[config.mk]
export PLATFORM = sky130hd
export DESIGN_NAME = retire_rat
export DESIGN_NICKNAME = d
export VERILOG_FILES = /design/src/rtl/rv32i_types.sv /design/src/rtl/free_return_fifo.sv /design/src/rtl/retire_rat.sv
export SDC_FILE = /design/constraint.sdc
export NUM_CORES = 1
export LEC_CHECK = 0
export CAP_MARGIN = 5
export CORE_MARGIN = 2
export CORE_UTILIZATION = 56
export DETAILED_ROUTE_END_ITERATION = 7
export PLACE_DENSITY = 0.84
export SYNTH_ARGS = -nofsm -noshare
export SYNTH_HDL_FRONTEND = slang
export SYNTH_SLANG_ARGS = --single-unit
[constraint.sdc]
create_clock -name clk -period 6 [get_ports clk]
set_clock_uncertainty 0.1 [all_clocks]
set_input_delay 1.8 -clock clk [delete_from_list [all_inputs] [get_ports clk]]
set_output_delay 1.8 -clock clk [all_outputs]
set_load 0.03 [all_outputs]
[src/rtl/rv32i_types.sv]
// Shared core types: architectural register constants and the commit packet.
// The retire_rat free-return bypass is enabled by defining RRAT_FREE_BYPASS_EN.
package rv32i_types;

    localparam int ARCH_REGS     = 32;
    localparam int ARCH_REG_BITS = 5;
    localparam int PHYS_REG_BITS = 6;

    typedef struct packed {
        logic                     regf_we;
        logic [ARCH_REG_BITS-1:0] rd;
        logic [PHYS_REG_BITS-1:0] pd;
        logic                     flush;
    } commit_pkt_t;

    // x0 is hardwired, so only nonzero destinations change the mapping
    function automatic logic writes_reg(input logic we,
                                        input logic [ARCH_REG_BITS-1:0] rd);
        return we && (rd != '0);
    endfunction

endpackage

[src/rtl/free_return_fifo.sv]
// Small FIFO holding physical registers on their way back to the free list.
// Depth must be a power of two; count saturates at DEPTH.
module free_return_fifo
    import rv32i_types::*;
#(
    parameter int DEPTH = 4,
    parameter int WIDTH = 6
) (
    input  logic                     clk,
    input  logic                     rst,
    input  logic                     push,
    input  logic [WIDTH-1:0]         push_data,
    input  logic                     pop,
    output logic [WIDTH-1:0]         head,
    output logic [$clog2(DEPTH):0]   count,
    output logic                     full
);

    localparam int PTR_W = $clog2(DEPTH);
    localparam int CNT_W = PTR_W + 1;

    logic [WIDTH-1:0] mem [DEPTH];
    logic [PTR_W-1:0] wr_ptr;
    logic [PTR_W-1:0] rd_ptr;
    logic             push_ok;
    logic             pop_ok;

    assign full    = (count == CNT_W'(DEPTH));
    assign push_ok = push && !full;
    assign pop_ok  = pop && (count != '0);
    assign head    = mem[rd_ptr];

    // storage: cleared on reset so the head reads 0 while empty
    always_ff @(posedge clk or negedge rst) begin
        if (!rst) begin
            for (int i = 0; i < DEPTH; i++) begin
                mem[i] <= '0;
            end
        end else if (push_ok) begin
            mem[wr_ptr] <= push_data;
        end
    end

    // pointers and occupancy; simultaneous push and pop keep count
    always_ff @(posedge clk or negedge rst) begin
        if (!rst) begin
            wr_ptr <= '0;
            rd_ptr <= '0;
            count  <= '0;
        end else begin
            if (push_ok) begin
                wr_ptr <= wr_ptr + 1'b1;
            end
            if (pop_ok) begin
                rd_ptr <= rd_ptr + 1'b1;
            end
            unique case ({push_ok, pop_ok})
                2'b10:   count <= count + 1'b1;
                2'b01:   count <= count - 1'b1;
                default: count <= count;
            endcase
        end
    end

endmodule

[src/rtl/retire_rat.sv]
// Retirement register alias table: committed mapping, free-list returns, flush pulse.
// Define RRAT_FREE_BYPASS_EN to let a return skip the empty queue in the same cycle.
module retire_rat
    import rv32i_types::*;
#(
    parameter int PHYS_REG_BITS = 6,
    parameter int FREE_Q_DEPTH  = 4
) (
    input  logic                     clk,
    input  logic                     rst,
    input  logic                     commit_valid,
    output logic                     commit_ready,
    input  logic                     commit_regf_we,
    input  logic [4:0]               commit_rd,
    input  logic [PHYS_REG_BITS-1:0] commit_pd,
    input  logic                     commit_flush,
    output logic [PHYS_REG_BITS-1:0] rrat [ARCH_REGS],
    output logic                     global_branch_signal,
    output logic                     free_valid,
    output logic [PHYS_REG_BITS-1:0] free_pd,
    input  logic                     free_ready
);

    localparam int CNT_W = $clog2(FREE_Q_DEPTH) + 1;

    logic                     accept;
    logic                     do_write;
    logic [PHYS_REG_BITS-1:0] old_pd;
    logic                     q_push;
    logic                     q_pop;
    logic [PHYS_REG_BITS-1:0] q_head;
    logic [CNT_W-1:0]         q_count;
    logic                     q_full;
    logic                     q_empty;

    assign commit_ready = !q_full;
    assign accept       = commit_valid && commit_ready;
    assign do_write     = accept && writes_reg(commit_regf_we, commit_rd);
    assign old_pd       = rrat[commit_rd];
    assign q_empty      = (q_count == '0);
    assign q_pop        = free_ready && !q_empty;

`ifdef RRAT_FREE_BYPASS_EN
    logic bypass;

    // an empty queue with a ready free list hands the old pd straight over
    assign bypass     = do_write && q_empty && free_ready;
    assign q_push     = do_write && !bypass;
    assign free_valid = !q_empty || bypass;
    assign free_pd    = bypass ? old_pd : q_head;
`else
    assign q_push     = do_write;
    assign free_valid = !q_empty;
    assign free_pd    = q_head;
`endif

    free_return_fifo #(
        .DEPTH (FREE_Q_DEPTH),
        .WIDTH (PHYS_REG_BITS)
    ) u_ret_q (
        .clk       (clk),
        .rst       (rst),
        .push      (q_push),
        .push_data (old_pd),
        .pop       (q_pop),
        .head      (q_head),
        .count     (q_count),
        .full      (q_full)
    );

    // committed mapping: identity after reset, x0 never rewritten
    always_ff @(posedge clk or negedge rst) begin
        if (!rst) begin
            for (int i = 0; i < ARCH_REGS; i++) begin
                rrat[i] <= PHYS_REG_BITS'(i);
            end
        end else if (do_write) begin
            rrat[commit_rd] <= commit_pd;
        end
    end

    // one-cycle flush pulse for every accepted mispredicted branch
    always_ff @(posedge clk or negedge rst) begin
        if (!rst) begin
            global_branch_signal <= 1'b0;
        end else begin
            global_branch_signal <= accept && commit_flush;
        end
    end

endmodule

==> impl_metrics.tcl, run 1 <==
set metrics [dict create \
    power_mw 5.65 \
    ys_seq_area_share_pct 54.2 \
    syn_to_final_growth_pct 30.1 \
    period_share_pct 75.2 \
    crit_required_ns 6.23 \
    grt_pass1_wl_mm 46.8 \
    hold_depth 0 \
    wl_met1_mm 12.7 \
    ant_nets 0 \
    io_pins 218 \
    numPortBuffers 217 \
    viasPerCell 6.25 \
    layout-drive-gt1-share_pct 34.1 \
    drt_iter0_drc 638 \
    fmax_ghz 0.222 \
    cp.arrival_ns 4.74 \
    highest_layer "met4" \
    p_leak_nw 5.83 \
    relSlewSlack_pct 19.6 \
    critPathKind "in2reg" \
    clock_path_buffers 3 \
    route.detailed.drc 0 \
    start_kind "input port" \
    dpl.hpwl_mm 20.4 \
    grt_usage_pct 30.4 \
    slowest_delay_ns 1.27 \
    clk_latency_ns 0.51 \
    placed_cells 1193 \
    worstHoldEndpoint "rrat[188]" \
    rsz0062_at_grt "false" \
    drv_slew 0 \
    async_flop_share_pct 100 \
    htreeDepth 1 \
    synth_ff_type "dfrtp_1" \
    synth_edf_count 0 \
    met2_length_mm 14.4 \
    yosysWarningCount 0 \
    die_area_um2 19900 \
    status "completed" \
    hold_start "rrat[188]" \
    grt_antenna_before_repair 0 \
    initial_core_util_pct 56.6 \
    clkTransAtPathRegs_ns 0.06 \
    setup_viol 0 \
    fp.dieW_um 141 \
    period_needed_ns 4.51 \
    syn_area_um2 10500 \
    tritoncts "built" \
    grt_max_degree 124 \
    clkSinkCount 224 \
    syn-instance-count 782 \
    gp_congestion 0.887 \
    synth-seq-cells 224 \
    ir_drop_mv 0.259 \
    hold_viol 0 \
    std_cell_rows 50 \
    cts-buffers-inserted 24 \
    r2r-end "u_ret_q.count[2]" \
    wirelength_mm 30.5 \
    diodes 0 \
    holdCritPathClass "reg2reg" \
    detail_route.wl_per_cell_um 24.7 \
    cts-root-buf "clkbuf_16" \
    max-cap-violations 0 \
    hold_buffers 0 \
    crit_fanout 35 \
    stdcell_count 1235 \
    syn_avg_cell_area_um2 13.5 \
    syn_nets 805 \
    post_cts_buffers 0 \
    ys_types 45 \
    dr_total_vias 7713 \
    hold_slack_ns 0.311 \
    firstDrtPassIters 6 \
    overflow 0 \
    first_global_vias 7917 \
    fin_nets 1008 \
    reg2reg_from "u_ret_q.count[0]" \
    cp_slowest_cell "clkdlybuf4s50_1" \
    setup_tns_ns 0 \
    die_h_um 141 \
    path_cells "clkdlybuf4s50_1 -> nand4bb_1 -> o22ai_1 -> nor4_1 -> a31oi_1" \
    max_slew.worst_pin.slew_ns 1.20 \
    cp-end-kind "register" \
    cts_resized 0 \
    met3_length_mm 2.21 \
    final_area_um2 13700 \
    post-place-ws_ns 1.17 \
    reg2reg_depth 9 \
    fin_util_pct 73.7 \
    powerDensity_nw_per_um2 413 \
    setup_ws_ns 1.49 \
    reg2reg_slack_ns 3.47 \
    core_um2 18600 \
    n_fill_cell 1211 \
    place_area_um2 12900 \
]
synthesized netlist by cell type, types with 4 or more instances:
cell type | number | area, µm²
mux2_2 | 185 | 2080
dfrtp_1 | 144 | 3600
mux2i_1 | 97 | 971
dfstp_2 | 80 | 2100
o22ai_1 | 48 | 300
nor2_1 | 41 | 154
a31oi_1 | 24 | 150
clkbuf_1 | 22 | 82.6
buf_2 | 20 | 100
nand2_1 | 13 | 48.8
nor4_1 | 12 | 75.1
inv_1 | 10 | 37.5
buf_1 | 9 | 33.8
mux4_2 | 6 | 135
nand4bb_1 | 6 | 67.6
ha_1 | 5 | 62.6
nand3_1 | 5 | 25.0
a2111oi_1 | 4 | 40.0
nand4b_1 | 4 | 35.0
nor2_2 | 4 | 25.0
nor2b_1 | 4 | 25.0
routing by layer:
metal,GRT usage (%),up-vias
li1,-,3307
met5,0,-
met2,48.7,372
met1,42.5,3958
met3,5.40,76
met4,10.6,0
cells in the final DEF, fill, tap and decap left out, drive strengths merged, types with 2 or more instances in the layout:
cell type | synthesis | final
a2111oi | 4 | 4
a31oi | 24 | 24
and2 | 2 | 2
buf | 33 | 16
bufinv | 0 | 3
clkbuf | 22 | 37
clkdlybuf4s50 | 0 | 215
clkinv | 0 | 3
dfrtp | 144 | 144
dfstp | 80 | 80
ha | 5 | 5
inv | 11 | 11
mux2 | 186 | 186
mux2i | 97 | 97
mux4 | 6 | 6
nand2 | 13 | 13
nand2b | 2 | 2
nand3 | 5 | 5
nand4 | 4 | 4
nand4b | 5 | 5
nand4bb | 6 | 6
nor2 | 45 | 45
nor2b | 4 | 4
nor3 | 4 | 4
nor4 | 12 | 12
o22ai | 48 | 48
or3 | 2 | 2
or4b | 4 | 4
xnor2 | 3 | 3
xor2 | 3 | 3
flip-flops by register name, summed over array words and instances, names as in the netlist:
| signal | flops |
|---|---|
| u_ret_q.rd_ptr | 2 |
| global_branch_signal | 1 |
| u_ret_q.wr_ptr | 2 |
| rrat | 192 |
| u_ret_q.mem | 24 |
| u_ret_q.count | 3 |
power breakdown:
group	switching [mW]	internal (mW)
Clock	0.592	0.940
Sequential	0.302	1.91
Combinational	1.05	0.851
Total	1.95	3.70
layout make-up:
type | instances | area [µm²] | area share (%)
clock buffer | 36 | 707 | 5.16
clock inverter | 6 | 109 | 0.795
inverter | 11 | 41.3 | 0.302
multi-input combinational | 492 | 4530 | 33.1
sequential | 224 | 5710 | 41.7
tap | 234 | 293 | 2.14
timing repair buffer | 232 | 2300 | 16.8
kinds of logic after synthesis:
family | share of synthesized area, %
and+or+nand+nor | 6.46
DFF | 54.2
buffers and inverters | 2.81
AOI/OAI and AO/OA | 4.78
adders and majority gates | 0.785
muxes | 30.4
xor gates and xnor gates | 0.500
worst max path at each step:
stage	startpoint	to
2_1_floorplan	commit_rd[2]	u_ret_q.count[2]
3_3_place_gp	commit_rd[4]	u_ret_q.count[2]
3_5_place_dp	commit_rd[4]	u_ret_q.count[2]
4_1_cts	commit_rd[4]	u_ret_q.count[2]
5_1_grt	commit_rd[4]	u_ret_q.count[2]
6_report	commit_rd[4]	u_ret_q.mem[19]
critical path: cells and delay by family:
family                 cells  cell delay [ns]
AOI/OAI and AO/OA          2             0.41
buffers and inverters      1             1.27
and+or+nand+nor            2             1.25
Note: power is estimated with default switching activity, not from simulation.
==> inputs of run 2 (changes only) <==
- CORE_UTILIZATION: 56 -> 47
- PLACE_DENSITY: 0.84 -> 0.75
- clock period: 6 -> 4.1 ns (I/O delays scaled with it)
==> run 2 against run 1 <==
  * Non-clock buffer count up 29
  * Total power grew 45%
  * Final cell count is 6.2% higher
  * Routed wire length rose by 4.7%
  * Global-route usage down 3.8 points
  * Combinational power increased by 48%
  * Worst setup slack worse by 1.1 ns
  * Via count shrank 0.73%
  * Highest routed layer unchanged
==> impl_metrics.tcl, run 2 (same netlist as run 1, synthesis figures left out) <==
set metrics [dict create \
    relSlewSlack_pct 43.4 \
    fmax_ghz 0.271 \
    layout-drive-gt1-share_pct 36.0 \
    most-common-layout-cells "clkdlybuf4s50_1 (215), mux2_2 (185), dfrtp_1 (144), mux2i_1 (97), dfstp_2 (80)" \
    setup_viol 0 \
    max_slew.worst_pin.slew_ns 0.842 \
    powerDensity_nw_per_um2 588 \
    max-cap-violations 0 \
    clkTransAtPathRegs_ns 0.06 \
    met3_length_mm 2.20 \
    dr_total_vias 7657 \
    grt_pass1_wl_mm 48.6 \
    layout_commonest_cell "clkdlybuf4s50_1" \
    fin_util_pct 63.7 \
    wirelength_mm 31.9 \
    cp_slowest_cell "dfrtp_1" \
    fin_nets 1037 \
    io_pins 218 \
    ir_drop_mv 0.326 \
    path_cells "mux4_2 -> clkdlybuf4s50_1" \
    area.sequential_um2 5710 \
    post-place-ws_ns 0.247 \
    placed_cells 1268 \
    critPathKind "reg2out" \
    clock_path_buffers 3 \
    period_share_pct 90.1 \
    cts_resized 0 \
    reg.largest.list "rrat: 192 flops, u_ret_q.mem: 24 flops, u_ret_q.count: 3 flops" \
    crit_required_ns 2.77 \
    numPortBuffers 217 \
    diodes 0 \
    wl_met1_mm 13.7 \
    detail_route.wl_per_cell_um 24.3 \
    drv_slew 0 \
    gp_congestion 0.936 \
    route.detailed.drc 0 \
    std_cell_rows 54 \
    grt_max_degree 94 \
    top_register "rrat" \
    cp.arrival_ns 2.36 \
    die_h_um 154 \
    clk_latency_ns 0.54 \
    period_needed_ns 3.69 \
    cpLargestDelayFamily "flip-flops" \
    hold_viol 0 \
    overflow 0 \
    cts-buffers-inserted 24 \
    met2_length_mm 15.2 \
    core_um2 21900 \
    p_leak_nw 5.96 \
    cp-end-kind "output port" \
    highest_layer "met4" \
    crit_fanout 8 \
    initial_core_util_pct 48.1 \
    setup_ws_ns 0.407 \
    setup_tns_ns 0 \
    htreeDepth 1 \
    largest_reg_flops 192 \
    start_kind "register" \
    die_area_um2 23600 \
    tritoncts "built" \
    grt_usage_pct 26.7 \
    multi_input_area_um2 4540 \
    clkSinkCount 224 \
    viasPerCell 5.84 \
    post_cts_buffers 0 \
    stdcell_count 1312 \
    first_global_vias 7924 \
    reg2reg_slack_ns 1.63 \
    hold_buffers 0 \
    holdCritPathClass "reg2reg" \
    firstDrtPassIters 5 \
    cts-root-buf "clkbuf_16" \
    rsz0062_at_grt "false" \
    grt_antenna_before_repair 0 \
    status "completed" \
    ant_nets 0 \
    n_fill_cell 1727 \
    dpl.hpwl_mm 22.4 \
    slowest_delay_ns 0.63 \
    syn_to_final_growth_pct 32.7 \
    path_buf_inv 1 \
    drt_iter0_drc 562 \
    fp.dieW_um 154 \
    power_mw 8.20 \
]
## run 2: cell types whose count changed in the layout (fill, tap and decap cells not counted), moves of 2 or more
cell,delta
clkbuf_8,-2
clkinvlp_4,+3
buf_4,+27
buf_12,+2
clkinv_2,+2
## run 2: stage by stage
step           hold WS, ns  instance area [µm²]
2_1_floorplan        0.356                10500
6_report             0.313                14000
3_5_place_dp         0.295                13200
3_3_place_gp         0.289                13200
4_1_cts              0.309                14000
5_1_grt              0.329                14000
## run 2: area by class of cell
| type | count | share of cell area [%] |
|---|---|---|
| Clock buffer | 34 | 4.72 |
| Clock inverter | 10 | 0.852 |
| Inverter | 11 | 0.296 |
| Multi-Input combinational cell | 492 | 32.5 |
| Sequential cell | 224 | 40.9 |
| Tap cell | 280 | 2.51 |
| Timing Repair Buffer | 261 | 18.2 |
## run 2: path summary, 6_finish.rpt
kind                                        start                    to  cells after the start
worst min register to register          rrat[188]             rrat[188]                      0
max in group asynchronous                     rst             rrat[144]                      2
worst max-delay path            u_ret_q.rd_ptr[0]            free_pd[1]                      2
worst min-delay path                    rrat[188]             rrat[188]                      0
worst max register to register   u_ret_q.count[0]      u_ret_q.count[2]                     10
min in group asynchronous                     rst  global_branch_signal                      1
## run 2: report_power, final
part | total [mW] | leakage, nW | switching, mW | internal, mW
combinational | 2.82 | 2.87 | 1.55 | 1.26
sequential | 3.23 | 2.71 | 0.435 | 2.80
clock | 2.15 | 0.371 | 0.903 | 1.25
## run 2: worst register-to-register path, delay by kind of cell (launching register included)
family	cells	cell delay (ns)
AOI/OAI and AO/OA	1	0.11
xor gates and xnor gates	2	0.29
adders and majority gates	2	0.53
buffers and inverters	3	0.29
DFF	1	0.44
and+or+nand+nor	2	0.63
## run 2: routing by layer
metal  GRT usage, %  vias up
met2           43.3      322
li1               -     3370
met5              0        -
met3           5.47       59
met1           37.1     3906
met4           6.55        0
